## src/rtl/ibuf_pkg.sv

```systemverilog
// rtl/ibuf_pkg.sv - shared sizing helper for the ibuf input-conditioning block
package ibuf_pkg;

    // Counter width able to hold 0..filter_len, never narrower than one bit.
    function automatic int filter_cnt_width(input int filter_len);
        return (filter_len <= 1) ? 1 : $clog2(filter_len + 1);
    endfunction

endpackage

```

## src/rtl/ibuf_bit_filter.sv

```systemverilog
// rtl/ibuf_bit_filter.sv - one-bit synchronizer, deglitch filter and edge strobes
module ibuf_bit_filter
    import ibuf_pkg::*;
#(
    parameter int   SYNC_STAGES = 2,
    parameter int   FILTER_LEN  = 4,
    parameter logic INIT        = 1'b0
) (
    input  logic osc,
    input  logic rst,
    input  logic i,
    output logic i_sync,
    output logic i_filt,
    output logic rise,
    output logic fall
);

    (* ASYNC_REG = "TRUE" *) logic [SYNC_STAGES-1:0] sync_q;
    logic filt_d;

    always_ff @(posedge osc) begin
        if (rst) begin
            sync_q <= {SYNC_STAGES{INIT}};
        end else begin
            sync_q <= {sync_q[SYNC_STAGES-2:0], i};
        end
    end

    assign i_sync = sync_q[SYNC_STAGES-1];

    generate
        if (FILTER_LEN == 0) begin : g_bypass
            assign i_filt = i_sync;
        end else begin : g_filter
            localparam int            CW   = filter_cnt_width(FILTER_LEN);
            localparam logic [CW-1:0] LAST = CW'(FILTER_LEN - 1);

            logic [CW-1:0] cnt;
            logic          filt_q;

            // Any edge where the input agrees with the output restarts the run.
            always_ff @(posedge osc) begin
                if (rst) begin
                    cnt    <= '0;
                    filt_q <= INIT;
                end else if (i_sync == filt_q) begin
                    cnt <= '0;
                end else if (cnt == LAST) begin
                    cnt    <= '0;
                    filt_q <= i_sync;
                end else begin
                    cnt <= cnt + 1'b1;
                end
            end

            assign i_filt = filt_q;
        end
    endgenerate

    always_ff @(posedge osc) begin
        if (rst) begin
            filt_d <= INIT;
        end else begin
            filt_d <= i_filt;
        end
    end

    assign rise = i_filt & ~filt_d;
    assign fall = ~i_filt & filt_d;

endmodule

```

## src/rtl/ibuf.sv

```systemverilog
// rtl/ibuf.sv - input buffer with pass-through, synchronized, filtered and edge outputs
module ibuf #(
    parameter int   WIDTH       = 1,
    parameter int   SYNC_STAGES = 2,
    parameter int   FILTER_LEN  = 4,
    parameter logic INIT        = 1'b0
) (
    input  logic             osc,
    input  logic             rst,
    input  logic [WIDTH-1:0] I,
    output logic [WIDTH-1:0] O,
    output logic [WIDTH-1:0] I_sync,
    output logic [WIDTH-1:0] I_filt,
    output logic [WIDTH-1:0] rise,
    output logic [WIDTH-1:0] fall
);

    // Primitive buffer behaviour: no clock or reset in this path.
    assign O = I;

    for (genvar b = 0; b < WIDTH; b++) begin : g_bit
        ibuf_bit_filter #(
            .SYNC_STAGES (SYNC_STAGES),
            .FILTER_LEN  (FILTER_LEN),
            .INIT        (INIT)
        ) u_bit (
            .osc    (osc),
            .rst    (rst),
            .i      (I[b]),
            .i_sync (I_sync[b]),
            .i_filt (I_filt[b]),
            .rise   (rise[b]),
            .fall   (fall[b])
        );
    end

endmodule

```

## config.mk

```make
export PLATFORM = sky130hd
export DESIGN_NAME = ibuf
export DESIGN_NICKNAME = d
export VERILOG_FILES = /design/src/rtl/ibuf_pkg.sv /design/src/rtl/ibuf_bit_filter.sv /design/src/rtl/ibuf.sv
export SDC_FILE = /design/constraint.sdc
export NUM_CORES = 1
export LEC_CHECK = 0
export CORE_AREA = 3 3 40 42
export CTS_CLUSTER_SIZE = 24
export DETAILED_ROUTE_END_ITERATION = 6
export DIE_AREA = 0 0 43 45
export HOLD_SLACK_MARGIN = 0.02
export PLACE_DENSITY_LB_ADDON = 0.15
export REMOVE_ABC_BUFFERS = 1
export SETUP_SLACK_MARGIN = 0.1
export SYNTH_ARGS = -nofsm -noshare
export SYNTH_HDL_FRONTEND = slang
export SYNTH_SLANG_ARGS = --single-unit
```

## constraint.sdc

```tcl
create_clock -name osc -period 1.3 [get_ports osc]
set_input_delay 0.26 -clock osc [delete_from_list [all_inputs] [get_ports osc]]
set_output_delay 0.26 -clock osc [all_outputs]
set_load 0.01 [all_outputs]
```

==> results of run 1 <==
-- flip-flops by register name, indices dropped and copies added (netlist names) --
| name | count |
|---|---|
| g_bit.u_bit.filt_d | 1 |
| g_bit.u_bit.g_filter.cnt | 3 |
| g_bit.u_bit.i_filt | 1 |
| g_bit.u_bit.sync_q | 2 |
-- worst paths after layout --
| check | startpoint | to | slack (ns) | cells past startpoint |
|---|---|---|---|---|
| max reg2reg | g_bit[0].u_bit.g_filter.cnt[0] | g_bit[0].u_bit.g_filter.cnt[2] | 0.16 | 3 |
| min | g_bit[0].u_bit.g_filter.cnt[0] | g_bit[0].u_bit.g_filter.cnt[0] | 0.44 | 1 |
| min reg2reg | g_bit[0].u_bit.g_filter.cnt[0] | g_bit[0].u_bit.g_filter.cnt[0] | 0.44 | 1 |
| max | g_bit[0].u_bit.g_filter.cnt[0] | g_bit[0].u_bit.g_filter.cnt[2] | 0.16 | 3 |
-- cell usage after synthesis, drive strengths merged --
master | count | area (um^2)
xnor2 | 1 | 8.76
nor4b | 1 | 15.0
and2b | 1 | 7.51
ha | 2 | 25.0
nor2b | 4 | 25.0
mux2i | 1 | 10.0
buf | 1 | 7.51
dfxtp | 7 | 140
nor4 | 2 | 12.5
nor2 | 1 | 3.75
inv | 1 | 3.75
-- power by group through the flow --
| stage | clock [uW] | combinational [uW] | sequential (uW) |
|---|---|---|---|
| final | 193 | 19.0 | 220 |
| after global routing | 209 | 20.9 | 220 |
| after CTS | 200 | 19.3 | 220 |
| after detailed placement | 0 | 21.8 | 225 |
| after global placement | 0 | 21.6 | 225 |
| after floorplan | 0 | 4.79 | 225 |
-- layout by cell type (no fill, tap or decap), drive strengths merged --
cell / n
nor4: 2
buf: 3
ha: 2
dlygate4sd2: 2
nor2b: 4
mux2i: 1
clkbuf: 5
dfxtp: 7
inv: 1
nor4b: 1
nor2: 1
clkdlybuf4s50: 2
and2b: 1
xnor2: 1
-- worst max-delay path: stages, from the launching register on --
cell and delay [ns]:
dfxtp_1 0.31, ha_1 0.20, ha_1 0.24, nor4_1 0.29
-- metal layers --
metal | track usage | vias to the layer above | wire length [um]
met5 | 0 | - | 0
met4 | 0.0723 | 0 | 6
li1 | - | 95 | -
met1 | 0.0363 | 85 | 146
met2 | 0.0689 | 12 | 211
met3 | 0.0239 | 2 | 49
-- what timing repair did --
action                     4_1_cts  5_1_grt
pin swaps                        0        0
gates resized for setup         12        2
setup endpoints to repair        5        3
-- kinds of logic after synthesis --
family / Yosys count / synth area share
buffers and inverters: 2 / 0.0435
AND/OR/NAND/NOR: 9 / 0.246
adder cells (fa/ha/maj): 2 / 0.0966
multiplexers: 1 / 0.0386
XOR/XNOR: 1 / 0.0338
flip-flops: 7 / 0.541
-- final cells by class --
| class | instances | area (um^2) | share of cell area |
|---|---|---|---|
| repair buffers | 8 | 60.1 | 0.168 |
| well taps | 15 | 18.8 | 0.0524 |
| inverters | 1 | 3.75 | 0.0105 |
| clock buffers | 4 | 26.3 | 0.0734 |
| multi-input cells | 13 | 108 | 0.301 |
| flip-flops and latches | 7 | 141 | 0.395 |
-- stage by stage --
step	instances	setup TNS [ns]	area (um^2)	power, uW
final	48	0	358	433
after CTS	48	0	362	440
after detailed placement	44	-0.221	348	247
after global routing	48	0	358	451
after global placement	44	-0.224	348	246
after floorplan	21	0	251	230
==> reports/metrics.yaml, run 1 <==
clock_network:
  h-tree-depth: 1
  clock_path_buffers: 2
  cts_buffers: 3
  cts_setup_buffers: 0
  clkTransAtPathRegs_ns: 0.05
  cts_hold_buffers: 0
  cts_tree: "yes"
  cts_root_buffer: "clkbuf_4"
  clock-sinks: 7
  clk_latency_ns: 0.25
power_and_ir_drop:
  p_per_area_nw_per_um2: 1210
  switching_share: 0.199
  combPwrFrac: 0.044
  p_int_uw: 346
  p_sw_uw: 86.3
  ir_drop_uv: 375
  seqPwrFrac: 0.510
  leakage_uw: 0.000156
  clockPowerShare: 0.446
drt:
  drcViolationCount: 0
  firstDrtPassIters: 4
  ant_nets: 0
  routedWlPerCell_um: 8.60
  drt_iter0_markers: 2
  vias_per_cell: 4.04
  drt-total-wl_um: 413
  via_count: 194
synth:
  yosysSeqAreaShare: 0.541
  netlist_area_um2: 259
  yosysWarnings: 0
  synthCells: 22
  ys_ff_latch: 7
  yosysUniqueCellTypes: 11
  syn_area_per_cell_um2: 11.8
floorplan:
  ios: 8
  initial_core_util: 0.202
  die_w_um: 43
  die_area_um2: 1940
  core_um2: 1280
  rows: 13
  die_h_um: 45
final_layout:
  fin_util: 0.278
  area_growth_pct: 38.2
  n_antenna_cell: 0
  nets: 39
  fill_cells: 135
  drive_gt1_frac: 0.273
sta:
  finClkSkew_ns: 0.00240
  slew_headroom: 0.778
  worstMarginPinSlew_ns: 0.330
  setup_ws_ns: 0.159
  period_needed_ns: 1.14
  worst_hold_slack_ns: 0.436
  hold_viol_final: 0
  rsz0062_at_grt: "true"
  drv_slew: 0
  clock.fmax_ghz: 0.876
  fin_crit_sh: 0.878
  setup_viol: 0
placement:
  io_buffers: 7
  place.gp.congestion: 0.632
  dp_slack_ns: -0.221
worst_setup_path:
  cp_data_required_time_ns: 1.45
  cp_max_fo: 4
  cp.arrival_ns: 1.29
  critPathKind: "reg2reg"
  endpoint_kind: "flip-flop"
  startpoint_type: "flip-flop"
global_route:
  grt_pass1_wl_um: 565
  grt_overflow_total: 0
  antenna_found_initial: 0
  grt_start_max_net_pins: 8
  grt_use_total: 0.0467
  grt_pass1_vias: 168
worst_hold_path:
  hp-class: "reg2reg"
run_status:
  status: "finished clean"
flow_run:
  max_cap_violations: 0
Note: power is estimated with default switching activity, not from simulation.
==> run 2, diff against run 1 <==
--- a/config.mk
+++ b/config.mk
@@ -9,7 +9,6 @@
 export CTS_CLUSTER_SIZE = 24
 export DETAILED_ROUTE_END_ITERATION = 6
 export DIE_AREA = 0 0 43 45
-export HOLD_SLACK_MARGIN = 0.02
 export PLACE_DENSITY_LB_ADDON = 0.15
 export REMOVE_ABC_BUFFERS = 1
 export SETUP_SLACK_MARGIN = 0.1
==> results of run 2 <==
Same layout as run 1: the final DEF is identical, and so are final timing and power.
==> run 3, diff against run 2 <==
--- a/config.mk
+++ b/config.mk
@@ -5,10 +5,11 @@
 export SDC_FILE = /design/constraint.sdc
 export NUM_CORES = 1
 export LEC_CHECK = 0
-export CORE_AREA = 3 3 40 42
+export CORE_AREA = 2 2 39 41
+export CTS_BUF_LIST = sky130_fd_sc_hd__clkbuf_2 sky130_fd_sc_hd__clkbuf_4 sky130_fd_sc_hd__clkbuf_8
 export CTS_CLUSTER_SIZE = 24
 export DETAILED_ROUTE_END_ITERATION = 6
-export DIE_AREA = 0 0 43 45
+export DIE_AREA = 0 0 41 43
 export PLACE_DENSITY_LB_ADDON = 0.15
 export REMOVE_ABC_BUFFERS = 1
 export SETUP_SLACK_MARGIN = 0.1
==> run 3 against run 2 <==
Net effect:
- global-route usage grew 2.0 points
- combinational power is essentially flat
- register-to-register slack gained 0.06 ns
- clock power rose by 12%
- first-iteration DRC count fell by 50%
- final area grew 3.1%
- clock skew hardly changed
- sequential share of layout area down 1.2 points
- count of clock-buffer cells in the layout unchanged
- largest cell class unchanged
- largest power group unchanged
==> reports/metrics.yaml, run 3 (same netlist as run 1, synthesis figures left out) <==
placement:
  dp_cells: 45
  hpwlAfterDp_um: 303
  dp_slack_ns: -0.216
  place.gp.congestion: 0.624
  io_buffers: 7
worst_setup_path:
  worst_path_max_delay_cell: "dfxtp_2"
  cp.arrival_ns: 0.88
  endpoint_kind: "output port"
  startpoint_type: "flip-flop"
  crit_buf_inv: 1
  cp_max_fo: 3
  critPathKind: "reg2out"
  crit_family: "flip-flops"
  cp_data_required_time_ns: 1.04
  crit_chain: "and2b_1 > buf_2"
  max_stage_delay_ns: 0.34
global_route:
  grt_overflow_total: 0
  grt_use_total: 0.0665
  antenna_found_initial: 0
  grt_pass1_vias: 180
  grt_start_max_net_pins: 8
  grt_pass1_wl_um: 724
sta:
  slew_headroom: 0.799
  worstMarginPinSlew_ns: 0.299
  finClkSkew_ns: 0.00258
  rsz0062_at_grt: "false"
  hold_viol_final: 0
  period_needed_ns: 1.14
  drv_slew: 0
  setup_viol: 0
  fin_crit_sh: 0.874
  clock.fmax_ghz: 0.880
  setup_ws_ns: 0.163
drt:
  drt_iter0_markers: 1
  firstDrtPassIters: 5
  routedWlPerCell_um: 8.48
  drcViolationCount: 0
  via_count: 192
  ant_nets: 0
  drt-total-wl_um: 424
  vias_per_cell: 3.84
power_and_ir_drop:
  p_int_uw: 367
  combPwrFrac: 0.041
  p_per_area_nw_per_um2: 1240
  switching_share: 0.196
  leakage_uw: 0.000161
  power.total_uw: 457
  seqPwrFrac: 0.483
  clockPowerShare: 0.476
  ir_drop_uv: 444
  p_sw_uw: 89.4
floorplan:
  ios: 8
  initial_core_util: 0.187
  die_w_um: 41
  die_area_um2: 1760
  core_um2: 1380
  rows: 14
  die_h_um: 43
clock_network:
  clock-sinks: 7
  h-tree-depth: 1
  cts_tree: "yes"
  clock_path_buffers: 2
  cts_buffers: 3
  cts_root_buffer: "clkbuf_4"
  cts_hold_buffers: 0
  clkTransAtPathRegs_ns: 0.05
  clk_latency_ns: 0.25
final_layout:
  n_antenna_cell: 0
  final_cells: 50
  final_cell_mix: "6 x dfxtp_1, 4 x nor2b_1, 4 x clkbuf_4"
  reg.largest.list: "g_bit.u_bit.g_filter.cnt (3), g_bit.u_bit.sync_q (2)"
  nets: 40
  final_common_cell: "dfxtp_1"
  area_growth_pct: 42.5
  fin_util: 0.267
  drive_gt1_frac: 0.382
  top_register: "g_bit.u_bit.g_filter.cnt"
  largest_reg_flops: 3
worst_hold_path:
  hp-class: "reg2reg"
flow_run:
  max_cap_violations: 0
run_status:
  status: "finished clean"
## run 3: changes by cell type in the layout (fill, tap and decap cells not counted), sizes merged
cell	previous run	this run
buf	3	4
clkbuf	5	6
dlygate4sd2	2	1
## run 3: cell type report
type / instances / area, um^2
timing repair buffer: 9 / 63.8
inverter: 1 / 3.75
clock buffer: 4 / 30.0
tap: 16 / 20.0
fill: 159 / 1010
multi-input combinational: 13 / 110
sequential: 7 / 141
## run 3: what timing repair did
item	in CTS	in global routing
pin swaps	0	0
resized for setup	13	4
buffers inserted	1	0
endpoints found under the setup margin	5	4
## run 3: worst reg2reg max path: cells and delay by family (launching register included)
| family | cells | cell delay [ns] |
|---|---|---|
| flops | 1 | 0.33 |
| fa+ha+maj | 2 | 0.37 |
| mux | 1 | 0.20 |
| simple gates | 1 | 0.05 |
## run 3: metal layers
metal  vias to the layer above  part of all wire  track usage
met5                         -                 0            0
met4                         0                 0       0.0400
met3                         0             0.097       0.0628
met2                         8              0.43       0.0781
met1                        84              0.47       0.0747
li1                        100                 -            -
## run 3: per-stage QoR
step                TNS [ns]  hold slack, ns  instance area, um^2
finish                     0           0.432                  369
floorplan                  0           0.332                  251
CTS                        0           0.434                  375
detailed placement    -0.216           0.427                  349
global placement      -0.223           0.416                  349
global route               0           0.449                  369
## run 3: path summary, 6_finish.rpt
kind                                                startpoint                              to  slack (ns)  depth (start not counted)
worst max-delay path                     g_bit[0].u_bit.i_filt                            fall        0.16                          2
worst min-delay path            g_bit[0].u_bit.g_filter.cnt[0]  g_bit[0].u_bit.g_filter.cnt[0]        0.43                          1
worst max register to register  g_bit[0].u_bit.g_filter.cnt[0]           g_bit[0].u_bit.i_filt        0.22                          4
worst min register to register  g_bit[0].u_bit.g_filter.cnt[0]  g_bit[0].u_bit.g_filter.cnt[0]        0.43                          1
## run 3: power by group through the flow
stage / clock network (uW) / registers (uW) / logic (uW)
2_1_floorplan: 0 / 225 / 4.79
3_3_place_gp: 0 / 225 / 21.8
3_5_place_dp: 0 / 225 / 21.7
4_1_cts: 229 / 221 / 19.2
5_1_grt: 244 / 221 / 21.1
6_report: 217 / 221 / 18.9
